$ cat src/rtl/matrix_loader_pkg.sv
// Shared definitions for the HPS operand loader: FSM states, PIO word bit layout
// and the dim*dim helper used for completion and read range checks.
package matrix_loader_pkg;

  typedef enum logic [1:0] {
    IDLE,
    ACK,
    START,
    WAIT_CORE
  } state_e;

  // hps_in layout
  localparam int unsigned A_LSB   = 0;
  localparam int unsigned B_LSB   = 8;
  localparam int unsigned OPC_LSB = 16;
  localparam int unsigned DIM_LSB = 19;
  localparam int unsigned DIM_MSB = 21;
  localparam int unsigned CLR_BIT = 30;
  localparam int unsigned REQ_BIT = 31;

  // hps_out layout
  localparam int unsigned ACK_BIT  = 31;
  localparam int unsigned BUSY_BIT = 30;
  localparam int unsigned DONE_BIT = 29;
  localparam int unsigned ERR_BIT  = 28;

  function automatic logic [5:0] dim_sq(input logic [2:0] d);
    return 6'(d) * 6'(d);
  endfunction

endpackage

$ cat src/rtl/matrix_loader_if.sv
// HPS PIO command/status word pair; the HPS side is the master.
interface matrix_loader_if;
  logic [31:0] hps_in;
  logic [31:0] hps_out;

  modport master (output hps_in, input hps_out);
  modport slave  (input hps_in, output hps_out);
endinterface

$ cat src/rtl/operand_bank.sv
// Paired A/B operand storage: one synchronous write port, one combinational read port.
module operand_bank #(
  parameter int unsigned DATA_W = 8,
  parameter int unsigned DEPTH  = 25,
  parameter int unsigned IDX_W  = $clog2(DEPTH)
) (
  input  logic              clk,
  input  logic              i_we,
  input  logic [IDX_W-1:0]  i_wr_idx,
  input  logic [DATA_W-1:0] i_wr_a,
  input  logic [DATA_W-1:0] i_wr_b,
  input  logic [IDX_W-1:0]  i_rd_idx,
  output logic [DATA_W-1:0] o_rd_a,
  output logic [DATA_W-1:0] o_rd_b
);

  logic [DATA_W-1:0] r_mem_a [DEPTH];
  logic [DATA_W-1:0] r_mem_b [DEPTH];
  logic              w_rd_ok;

  // Contents are intentionally not reset; the loader masks unloaded entries.
  always_ff @(posedge clk) begin
    if (i_we) begin
      r_mem_a[i_wr_idx] <= i_wr_a;
      r_mem_b[i_wr_idx] <= i_wr_b;
    end
  end

  assign w_rd_ok = (32'(i_rd_idx) < DEPTH);
  assign o_rd_a  = w_rd_ok ? r_mem_a[i_rd_idx] : '0;
  assign o_rd_b  = w_rd_ok ? r_mem_b[i_rd_idx] : '0;

endmodule

$ cat src/rtl/matrix_loader.sv
// Loads DIM x DIM operand pairs from the HPS over a 4-phase req/ack PIO handshake,
// then starts the arithmetic core and reports busy/done/error status.
module matrix_loader
  import matrix_loader_pkg::*;
#(
  parameter int unsigned DATA_W  = 8,
  parameter int unsigned MAX_DIM = 5,
  parameter int unsigned OPC_W   = 3,
  parameter int unsigned IDX_W   = $clog2(MAX_DIM * MAX_DIM)
) (
  input  logic              clk,
  input  logic              reset,
  matrix_loader_if.slave    hps,
  output logic              core_start,
  output logic [OPC_W-1:0]  core_opcode,
  output logic [2:0]        core_dim,
  input  logic [IDX_W-1:0]  rd_idx,
  output logic [DATA_W-1:0] rd_a,
  output logic [DATA_W-1:0] rd_b,
  input  logic              core_done
);

  localparam logic [2:0] MaxDim = 3'(MAX_DIM);

  state_e             r_state, w_state_nxt;
  logic               r_ack, w_ack_nxt;
  logic               r_busy, w_busy_nxt;
  logic               r_done, w_done_nxt;
  logic               r_err, w_err_nxt;
  logic               r_inc, w_inc_nxt;
  logic [IDX_W-1:0]   r_idx, w_idx_nxt;
  logic [OPC_W-1:0]   r_opc, w_opc_nxt;
  logic [2:0]         r_dim, w_dim_nxt;

  logic               w_req, w_clr, w_dim_ok, w_we;
  logic [DATA_W-1:0]  w_a, w_b, w_bank_a, w_bank_b;
  logic [OPC_W-1:0]   w_opc;
  logic [2:0]         w_dim;
  logic [5:0]         w_sq, w_idx_inc;
  logic               w_unused;

  assign w_req     = hps.hps_in[REQ_BIT];
  assign w_clr     = hps.hps_in[CLR_BIT];
  assign w_a       = hps.hps_in[A_LSB +: DATA_W];
  assign w_b       = hps.hps_in[B_LSB +: DATA_W];
  assign w_opc     = hps.hps_in[OPC_LSB +: OPC_W];
  assign w_dim     = hps.hps_in[DIM_MSB:DIM_LSB];
  assign w_dim_ok  = (w_dim != 3'd0) && (w_dim <= MaxDim);
  assign w_sq      = dim_sq(r_dim);
  assign w_idx_inc = 6'(r_idx) + 6'd1;
  assign w_unused  = ^hps.hps_in[29:22];

  always_ff @(posedge clk or posedge reset) begin
    if (reset) begin
      r_state <= IDLE;
      r_ack   <= 1'b0;
      r_busy  <= 1'b0;
      r_done  <= 1'b0;
      r_err   <= 1'b0;
      r_inc   <= 1'b0;
      r_idx   <= '0;
      r_opc   <= '0;
      r_dim   <= '0;
    end else begin
      r_state <= w_state_nxt;
      r_ack   <= w_ack_nxt;
      r_busy  <= w_busy_nxt;
      r_done  <= w_done_nxt;
      r_err   <= w_err_nxt;
      r_inc   <= w_inc_nxt;
      r_idx   <= w_idx_nxt;
      r_opc   <= w_opc_nxt;
      r_dim   <= w_dim_nxt;
    end
  end

  always_comb begin
    w_state_nxt = r_state;
    w_ack_nxt   = r_ack;
    w_busy_nxt  = r_busy;
    w_done_nxt  = r_done;
    w_err_nxt   = r_err;
    w_inc_nxt   = r_inc;
    w_idx_nxt   = r_idx;
    w_opc_nxt   = r_opc;
    w_dim_nxt   = r_dim;
    w_we        = 1'b0;
    core_start  = 1'b0;
    case (r_state)
      IDLE: begin
        if (w_req) begin
          w_ack_nxt   = 1'b1;
          w_inc_nxt   = 1'b0;
          w_state_nxt = ACK;
          if (w_clr) begin
            w_idx_nxt  = '0;
            w_done_nxt = 1'b0;
            w_err_nxt  = 1'b0;
          end else if (r_idx == '0 && !w_dim_ok) begin
            w_err_nxt = 1'b1;
          end else if (r_idx == '0) begin
            w_opc_nxt  = w_opc;
            w_dim_nxt  = w_dim;
            w_done_nxt = 1'b0;
            w_err_nxt  = 1'b0;
            w_we       = 1'b1;
            w_inc_nxt  = 1'b1;
          end else begin
            w_we      = 1'b1;
            w_inc_nxt = 1'b1;
          end
        end
      end
      ACK: begin
        if (!w_req) begin
          w_ack_nxt   = 1'b0;
          w_inc_nxt   = 1'b0;
          w_state_nxt = IDLE;
          // Index only advances on req fall, so a long req can never double-count.
          if (r_inc) begin
            if (w_idx_inc == w_sq) begin
              w_idx_nxt   = '0;
              w_busy_nxt  = 1'b1;
              w_state_nxt = START;
            end else begin
              w_idx_nxt = IDX_W'(w_idx_inc);
            end
          end
        end
      end
      START: begin
        core_start  = 1'b1;
        w_state_nxt = WAIT_CORE;
      end
      WAIT_CORE: begin
        if (core_done) begin
          w_done_nxt  = 1'b1;
          w_busy_nxt  = 1'b0;
          w_state_nxt = IDLE;
        end
      end
      default: w_state_nxt = IDLE;
    endcase
  end

  always_comb begin
    hps.hps_out              = '0;
    hps.hps_out[ACK_BIT]     = r_ack;
    hps.hps_out[BUSY_BIT]    = r_busy;
    hps.hps_out[DONE_BIT]    = r_done;
    hps.hps_out[ERR_BIT]     = r_err;
    hps.hps_out[IDX_W-1:0]   = r_idx;
  end

  assign core_opcode = r_opc;
  assign core_dim    = r_dim;

  operand_bank #(
    .DATA_W (DATA_W),
    .DEPTH  (MAX_DIM * MAX_DIM),
    .IDX_W  (IDX_W)
  ) u_bank (
    .clk      (clk),
    .i_we     (w_we),
    .i_wr_idx (r_idx),
    .i_wr_a   (w_a),
    .i_wr_b   (w_b),
    .i_rd_idx (rd_idx),
    .o_rd_a   (w_bank_a),
    .o_rd_b   (w_bank_b)
  );

  // Anything past the loaded matrix reads as zero, including stale bank data.
  assign rd_a = (6'(rd_idx) < w_sq) ? w_bank_a : '0;
  assign rd_b = (6'(rd_idx) < w_sq) ? w_bank_b : '0;

endmodule

$ cat src/flat_wrapper.sv
// flat-port wrapper written by rule: the top's interface ports become plain ports
module matrix_loader_flat import matrix_loader_pkg::*;
#(
  parameter int unsigned DATA_W  = 8,
  parameter int unsigned MAX_DIM = 5,
  parameter int unsigned OPC_W   = 3,
  parameter int unsigned IDX_W   = $clog2(MAX_DIM * MAX_DIM)
)
  (clk, reset, core_start, core_opcode, core_dim, rd_idx, rd_a, rd_b, core_done, hps_hps_in, hps_hps_out);
  matrix_loader_if hps_i ();
  input  logic clk;
  input  logic reset;
  output logic core_start;
  output logic [OPC_W-1:0] core_opcode;
  output logic [2:0] core_dim;
  input  logic [IDX_W-1:0] rd_idx;
  output logic [DATA_W-1:0] rd_a;
  output logic [DATA_W-1:0] rd_b;
  input  logic core_done;
  input wire logic [$bits(hps_i.hps_in)-1:0] hps_hps_in;
  output wire logic [$bits(hps_i.hps_out)-1:0] hps_hps_out;
  assign hps_i.hps_in = hps_hps_in;
  assign hps_hps_out = hps_i.hps_out;
  matrix_loader #(.DATA_W(DATA_W), .MAX_DIM(MAX_DIM), .OPC_W(OPC_W), .IDX_W(IDX_W)) u_core (.clk(clk), .reset(reset), .hps(hps_i), .core_start(core_start), .core_opcode(core_opcode), .core_dim(core_dim), .rd_idx(rd_idx), .rd_a(rd_a), .rd_b(rd_b), .core_done(core_done));
endmodule
$ cat config.mk
export PLATFORM = sky130hd
export DESIGN_NAME = matrix_loader_flat
export DESIGN_NICKNAME = d
export VERILOG_FILES = /design/src/rtl/matrix_loader_pkg.sv /design/src/rtl/matrix_loader_if.sv /design/src/rtl/operand_bank.sv /design/src/rtl/matrix_loader.sv /design/src/flat_wrapper.sv
export SDC_FILE = /design/constraint.sdc
export NUM_CORES = 1
export LEC_CHECK = 0
export CAP_MARGIN = 20
export CORE_MARGIN = 2
export CORE_UTILIZATION = 42
export DETAILED_ROUTE_END_ITERATION = 6
export GPL_ROUTABILITY_DRIVEN = 0
export GPL_TIMING_DRIVEN = 0
export SLEW_MARGIN = 10
export SYNTH_ARGS = -nofsm -noshare
export SYNTH_HDL_FRONTEND = slang
export SYNTH_SLANG_ARGS = --single-unit
$ cat constraint.sdc
create_clock -name clk -period 2.6 [get_ports clk]
set_clock_uncertainty 0.05 [all_clocks]
set_input_delay 0.52 -clock clk [delete_from_list [all_inputs] [get_ports clk]]
set_output_delay 0.52 -clock clk [all_outputs]
set_load 0.01 [all_outputs]
==> reports/metrics.yaml, run 1 <==
status: "finished, violations left"
violations: "negative setup slack"
irDropWorstVdd_mv: 0.390
grt_pass1_vias: 9299
utilization_pct: 52.6
rsz0062_at_grt: "true"
yosysSeqAreaShare_pct: 73.7
syn2layout_area_growth_pct: 23.6
synthCells: 906
place_ws_ns: -1.96
critical_path_required_ns: 2.03
dieArea_um2: 41900
avgViaCountPerCell: 5.39
synthTopCellsByCount: "edfxtp_1, mux2i_1, mux4_2, a21oi_1, nand2_1"
cts.clk_slew.worst_paths_ns: 0.06
ios: 95
htreeDepth: 2
grt_use_total_pct: 18.9
cts-root-buf: "clkbuf_16"
routed_wirelength_mm: 38.9
grt_max_degree: 26
crit_start: "u_core.core_dim[0]"
ys_async_sr_fraction_pct: 4.31
ff2ff_setup_slack_ns: 0.08
netlist_area_um2: 16900
layout-drive-gt1-share_pct: 34.3
synth_edf_count: 400
setup_viol: 16
slowest_delay_ns: 0.44
drt_iter0_markers: 582
ys_warn_count: 0
crit_fanout: 5
r2r_cells: 8
r2r-start: "u_core.r_idx[0]"
cp_common_cell: "ha_4"
final_cells: 1652
port_buffers: 61
coreArea_um2: 39700
drc: 0
synth-main-ff-cell: "edfxtp_1"
end_kind: "output port"
finalCritPeriodShare_pct: 124
vias: 8910
fin_ws_ns: -0.632
critical_path_class: "reg2out"
final_max_slew_viol_count: 0
holdBufCountCts: 0
hold_ws_ns: 0.354
p_per_area_nw_per_um2: 760
cp.arrival_ns: 2.66
cts_buffers: 43
grt_pass1_wl_mm: 58.2
overflow: 0
insertion_delay_ns: 0.53
chipHeight_um: 205
path_delay_family: "compound AO/OA/AOI/OAI gates"
cp_cell_sequence: "and2_4, ha_4, inv_4, ha_4, a21o_1, a21o_4, buf_12, a21oi_4, buf_2"
wl_per_cell_um: 23.5
yosysTopAreaCellShare_pct: 71.0
dp_hpwl_mm: 25.7
cap_violations: 0
synth_area_leader_cell: "edfxtp_1"
initial_core_util_pct: 42.6
dpl.cell_count: 1538
die_x_um: 205
relSlewSlack_pct: 32.2
clock_sinks: 418
syn_area_per_cell_um2: 18.7
max_freq_mhz: 309
diodes: 0
synth.distinct_cells: 43
worstSetupPathDepth: 9
cts_tree: "yes"
synth-seq-cells: 418
min_path_type: "in2reg"
post-route-min-period_ns: 3.23
row_count: 73
final_nets: 1146
r2r-end: "u_core.u_bank.r_mem_a[0][1]"
ant_nets: 0
synth.most_common_cell: "edfxtp_1"
hold_violations: 0
worst_path_max_delay_cell: "dfrtp_2"
tightestPinTransition_ns: 1.01
start_kind: "flop"
antenna_found_initial: 0
power_mw: 15.9
clk_path_buf_depth: 3
firstDrtPassIters: 5
critical_path_buf_inv_count: 3
cp-endpoint: "rd_b[5]"
power.leakage_nw: 7.12
netlist_top_cells_area: "edfxtp_1, mux4_2, mux2i_1"
## worst min path at each step
stage / startpoint / to / slack, ns / cells past startpoint
final: hps_hps_in[31] / u_core.r_state[0] / 0.35 / 2
after global routing: hps_hps_in[31] / u_core.r_state[0] / 0.38 / 2
after CTS: hps_hps_in[31] / u_core.r_state[0] / 0.32 / 2
after detailed placement: u_core.r_busy / u_core.r_busy / 0.45 / 1
after global placement: u_core.r_inc / u_core.r_inc / 0.45 / 2
after floorplan: reset / async pin / 0.41 / 1
## layout by cell type (no fill, tap or decap), types with 4 or more instances in the layout
cell type	netlist	layout
edfxtp_1	400	400
buf_4	28	70
mux4_2	64	64
mux2i_1	64	56
clkbuf_16	0	43
clkdlybuf4s50_1	0	43
o22ai_1	33	33
mux2_2	32	32
nand2_1	34	30
buf_8	0	25
conb_1	1	23
a21oi_1	36	22
a22o_1	19	19
nor2_4	0	19
clkbuf_1	26	15
buf_2	17	15
dfrtp_1	18	14
clkinv_1	0	14
a21oi_2	0	12
buf_6	2	11
o31ai_1	18	11
clkbuf_2	0	10
buf_12	0	9
o21ai_0	7	7
o31ai_2	0	7
mux2_4	6	6
nor2_2	0	6
inv_1	8	5
xnor2_1	6	5
clkbuf_8	0	5
mux2i_2	0	5
nand3_1	4	4
nand3b_1	4	4
nor2b_1	4	4
nand2_4	0	4
ha_1	8	4
clkinv_2	0	4
dfrtp_2	0	4
## power breakdown
part	internal [mW]	total [mW]	switching [mW]	leakage, nW
sequential	7.51	7.59	0.0808	3.82
combinational	1.26	2.56	1.30	2.67
clock	3.31	5.73	2.42	0.628
## layer usage
layer / GRT usage, % / wire, um / vias up
li1: - / - / 3992
met1: 26.2 / 17300 / 4601
met2: 30.5 / 18600 / 256
met3: 3.63 / 2130 / 61
met4: 5.25 / 870 / 0
met5: 0 / 0 / -
## worst reg2reg max path, delay by kind of cell (launching register included)
family                     cells  cell delay (ns)
and+or+nand+nor                3             0.99
adders and majority gates      1             0.22
DFF                            1             0.44
buffers and inverters          4             0.49
## flip-flops by register name (all words and copies together), names as in the netlist, named ones only
register / count
u_core.r_inc: 1
u_core.u_bank.r_mem_b: 200
u_core.r_ack: 1
u_core.r_busy: 1
u_core.r_err: 1
u_core.r_idx: 5
u_core.r_done: 1
u_core.u_bank.r_mem_a: 200
u_core.r_state: 1
u_core.core_opcode: 3
u_core.core_dim: 3
## through the flow
step	setup TNS, ns	instance area [um^2]
3_5_place_dp	-290.59	18800
5_1_grt	-9.43	20900
3_3_place_gp	-576.26	18300
6_report	-8.34	20900
2_1_floorplan	-38.48	17100
4_1_cts	-8.66	20800
## timing repair
item	4_1_cts	5_1_grt
pin swaps	26	12
gates cloned	1	0
gates resized for setup	199	14
buffers inserted	33	7
setup endpoints to repair	416	44
## cell families (layout without fill, tap and decap cells)
logic type                 after synthesis  after routing  share of synthesized area (%)
AOI/OAI and AO/OA                      123            123                           4.75
xor gates and xnor gates                 8              8                          0.414
adders and majority gates                8              8                          0.592
buffers and inverters                   85            284                           2.72
DFF                                    418            418                           73.7
muxes                                  166            166                           15.0
other                                    1             23                         0.0222
and+or+nand+nor                         97             97                           2.83
## layout make-up
cell class | instances | area, um^2
fill | 3187 | 18800
sequential | 418 | 12500
inverter | 8 | 36.3
clock inverter | 23 | 180
multi-input combinational | 425 | 4500
clock buffer | 51 | 1110
buffer | 76 | 606
timing repair buffer | 126 | 1340
tap | 525 | 657
No activity file was read; power rests on OpenSTA's default activity.
==> inputs of run 2 (changes only) <==
- CTS_BUF_LIST: unset -> sky130_fd_sc_hd__clkbuf_16
- CTS_CLUSTER_SIZE: unset -> 16
- SLEW_MARGIN: 10 -> 15
==> reports/metrics.yaml, run 2 (same netlist as run 1, synthesis figures left out) <==
hold_ws_ns: 0.341  # was 0.354 ns
cts_buffers: 44  # was 43
critical_path_required_ns: 2.03  # about the same
final_max_slew_viol_count: 0  # unchanged
end_kind: "output port"  # unchanged
avgViaCountPerCell: 5.41  # was 5.39
grt_max_degree: 26  # unchanged
cp_cell_sequence: "and2_4, ha_4, inv_4, ha_4, a21o_1, a21o_4, buf_12, a21oi_4, buf_2"  # unchanged
layout_common_cells: "edfxtp_1, buf_4, mux4_2, mux2i_1, clkbuf_16"  # was edfxtp_1, buf_4, mux4_2, mux2i_1
grt_pass1_wl_mm: 58.4  # was 58.2 mm
min_path_type: "in2reg"  # unchanged
critical_path_class: "reg2out"  # unchanged
crit_fanout: 5  # unchanged
syn2layout_area_growth_pct: 24.6  # was 23.6%
post-route-min-period_ns: 3.20  # was 3.23 ns
routed_wirelength_mm: 38.8  # was 38.9 mm
path_delay_family: "compound AO/OA/AOI/OAI gates"  # unchanged
diodes: 0  # unchanged
violations: "negative setup slack"  # unchanged
firstDrtPassIters: 7  # was 5
vias: 8966  # was 8910
wl_per_cell_um: 23.4  # was 23.5 um
slowest_delay_ns: 0.44  # about the same
hold_violations: 0  # unchanged
cts_tree: "yes"  # unchanged
fillers: 3169  # was 3187
multi_input_area_um2: 4560  # was 4500 um^2
dp_hpwl_mm: 25.7  # about the same
cap_violations: 0  # unchanged
overflow: 0  # unchanged
power.leakage_nw: 7.24  # was 7.12 nW
top_regs: "u_core.u_bank.r_mem_a x200, u_core.u_bank.r_mem_b x200, u_core.r_idx x5"  # unchanged
ios: 95  # unchanged
cp.arrival_ns: 2.63  # was 2.66 ns
cp_common_cell: "ha_4"  # unchanged
status: "finished, violations left"  # unchanged
power_mw: 16.2  # was 15.9 mW
clk_path_buf_depth: 3  # unchanged
grt_pass1_vias: 9386  # was 9299
chipHeight_um: 205  # unchanged
max_freq_mhz: 312  # was 309 MHz
initial_core_util_pct: 42.6  # unchanged
worst_path_max_delay_cell: "dfrtp_2"  # unchanged
drt_iter0_markers: 696  # was 582
finalCritPeriodShare_pct: 123  # was 124%
final.setup.tns_ns: -7.95  # was -8.34 ns
tightestPinTransition_ns: 1.00  # was 1.01 ns
r2r_cells: 8  # unchanged
worstSetupPathDepth: 9  # unchanged
irDropWorstVdd_mv: 0.482  # was 0.390 mV
drc: 0  # unchanged
start_kind: "flop"  # unchanged
ant_nets: 0  # unchanged
htreeDepth: 2  # unchanged
coreArea_um2: 39700  # unchanged
fin_ws_ns: -0.601  # was -0.632 ns
cts.clk_slew.worst_paths_ns: 0.06  # about the same
final_nets: 1148  # was 1146
place_ws_ns: -1.99  # was -1.96 ns
port_buffers: 61  # unchanged
die_x_um: 205  # unchanged
grt_use_total_pct: 18.9  # about the same
antenna_found_initial: 0  # unchanged
hold_depth: 2  # unchanged
critical_path_buf_inv_count: 3  # unchanged
p_per_area_nw_per_um2: 768  # was 760 nW/um^2
clock_sinks: 418  # unchanged
relSlewSlack_pct: 33.0  # was 32.2%
row_count: 73  # unchanged
insertion_delay_ns: 0.54  # was 0.53 ns
setup_viol: 16  # unchanged
cts-root-buf: "clkbuf_16"  # unchanged
rsz0062_at_grt: "true"  # unchanged
dieArea_um2: 41900  # unchanged
final_common_cell: "edfxtp_1"  # unchanged
layout-drive-gt1-share_pct: 34.9  # was 34.3%
seq_area_um2: 12500  # about the same
==> run 2: final timing paths <==
kind	start	to	slack (ns)
max in group asynchronous	reset	u_core.core_dim[2]	1.63
hold reg to reg	u_core.r_busy	u_core.r_busy	0.46
min in group asynchronous	reset	u_core.r_state[0]	0.36
hold / removal	hps_hps_in[31]	u_core.r_state[0]	0.34
setup / recovery	u_core.core_dim[0]	rd_b[5]	-0.60
setup reg to reg	u_core.r_idx[0]	u_core.u_bank.r_mem_a[0][2]	0.05
==> run 2: repair_timing <==
| item | CTS | global route |
|---|---|---|
| gates cloned | 1 | 0 |
| hold buffers | 0 | 0 |
| buffers inserted | 35 | 6 |
| pin swaps | 33 | 11 |
| gates resized for setup | 207 | 25 |
| setup endpoints to repair | 416 | 57 |
==> run 2: report_power, final <==
group | leakage [nW] | switching (mW) | internal, mW
clock | 0.733 | 2.45 | 3.61
sequential | 3.82 | 0.0890 | 7.51
combinational | 2.68 | 1.28 | 1.25
total | 7.24 | 3.82 | 12.4
==> run 2: area by class of cell <==
class                      instances  share of cell area [%]
multi-input combinational        425                    21.6
tap                              525                    3.12
sequential                       418                    59.2
clock buffer                      45                    5.34
clock inverter                    34                    1.27
inverter                           8                   0.172
buffer                            76                    2.94
timing repair buffer             127                    6.36
==> run 2: worst reg2reg max path, delay by kind of cell, from the launching register on <==
family | cells | cell delay [ns]
buf+inv | 4 | 0.49
flops | 1 | 0.46
fa+ha+maj | 1 | 0.22
simple gates | 3 | 1.00
==> run 2: stage by stage <==
stage | util [%] | cell area (um^2) | cells
6_report | 53.0 | 21100 | 1658
2_1_floorplan | - | 17100 | 928
4_1_cts | 52.7 | 21000 | 1652
3_5_place_dp | 47.1 | 18700 | 1538
3_3_place_gp | 46.2 | 18300 | 1514
5_1_grt | 53.0 | 21100 | 1658
==> run 2: per-layer routing <==
| layer | part of all wire [%] | GRT usage [%] |
|---|---|---|
| met5 | 0 | 0 |
| met4 | 2.2 | 4.79 |
| met3 | 6.3 | 3.52 |
| met2 | 48 | 30.8 |
| met1 | 44 | 26.4 |
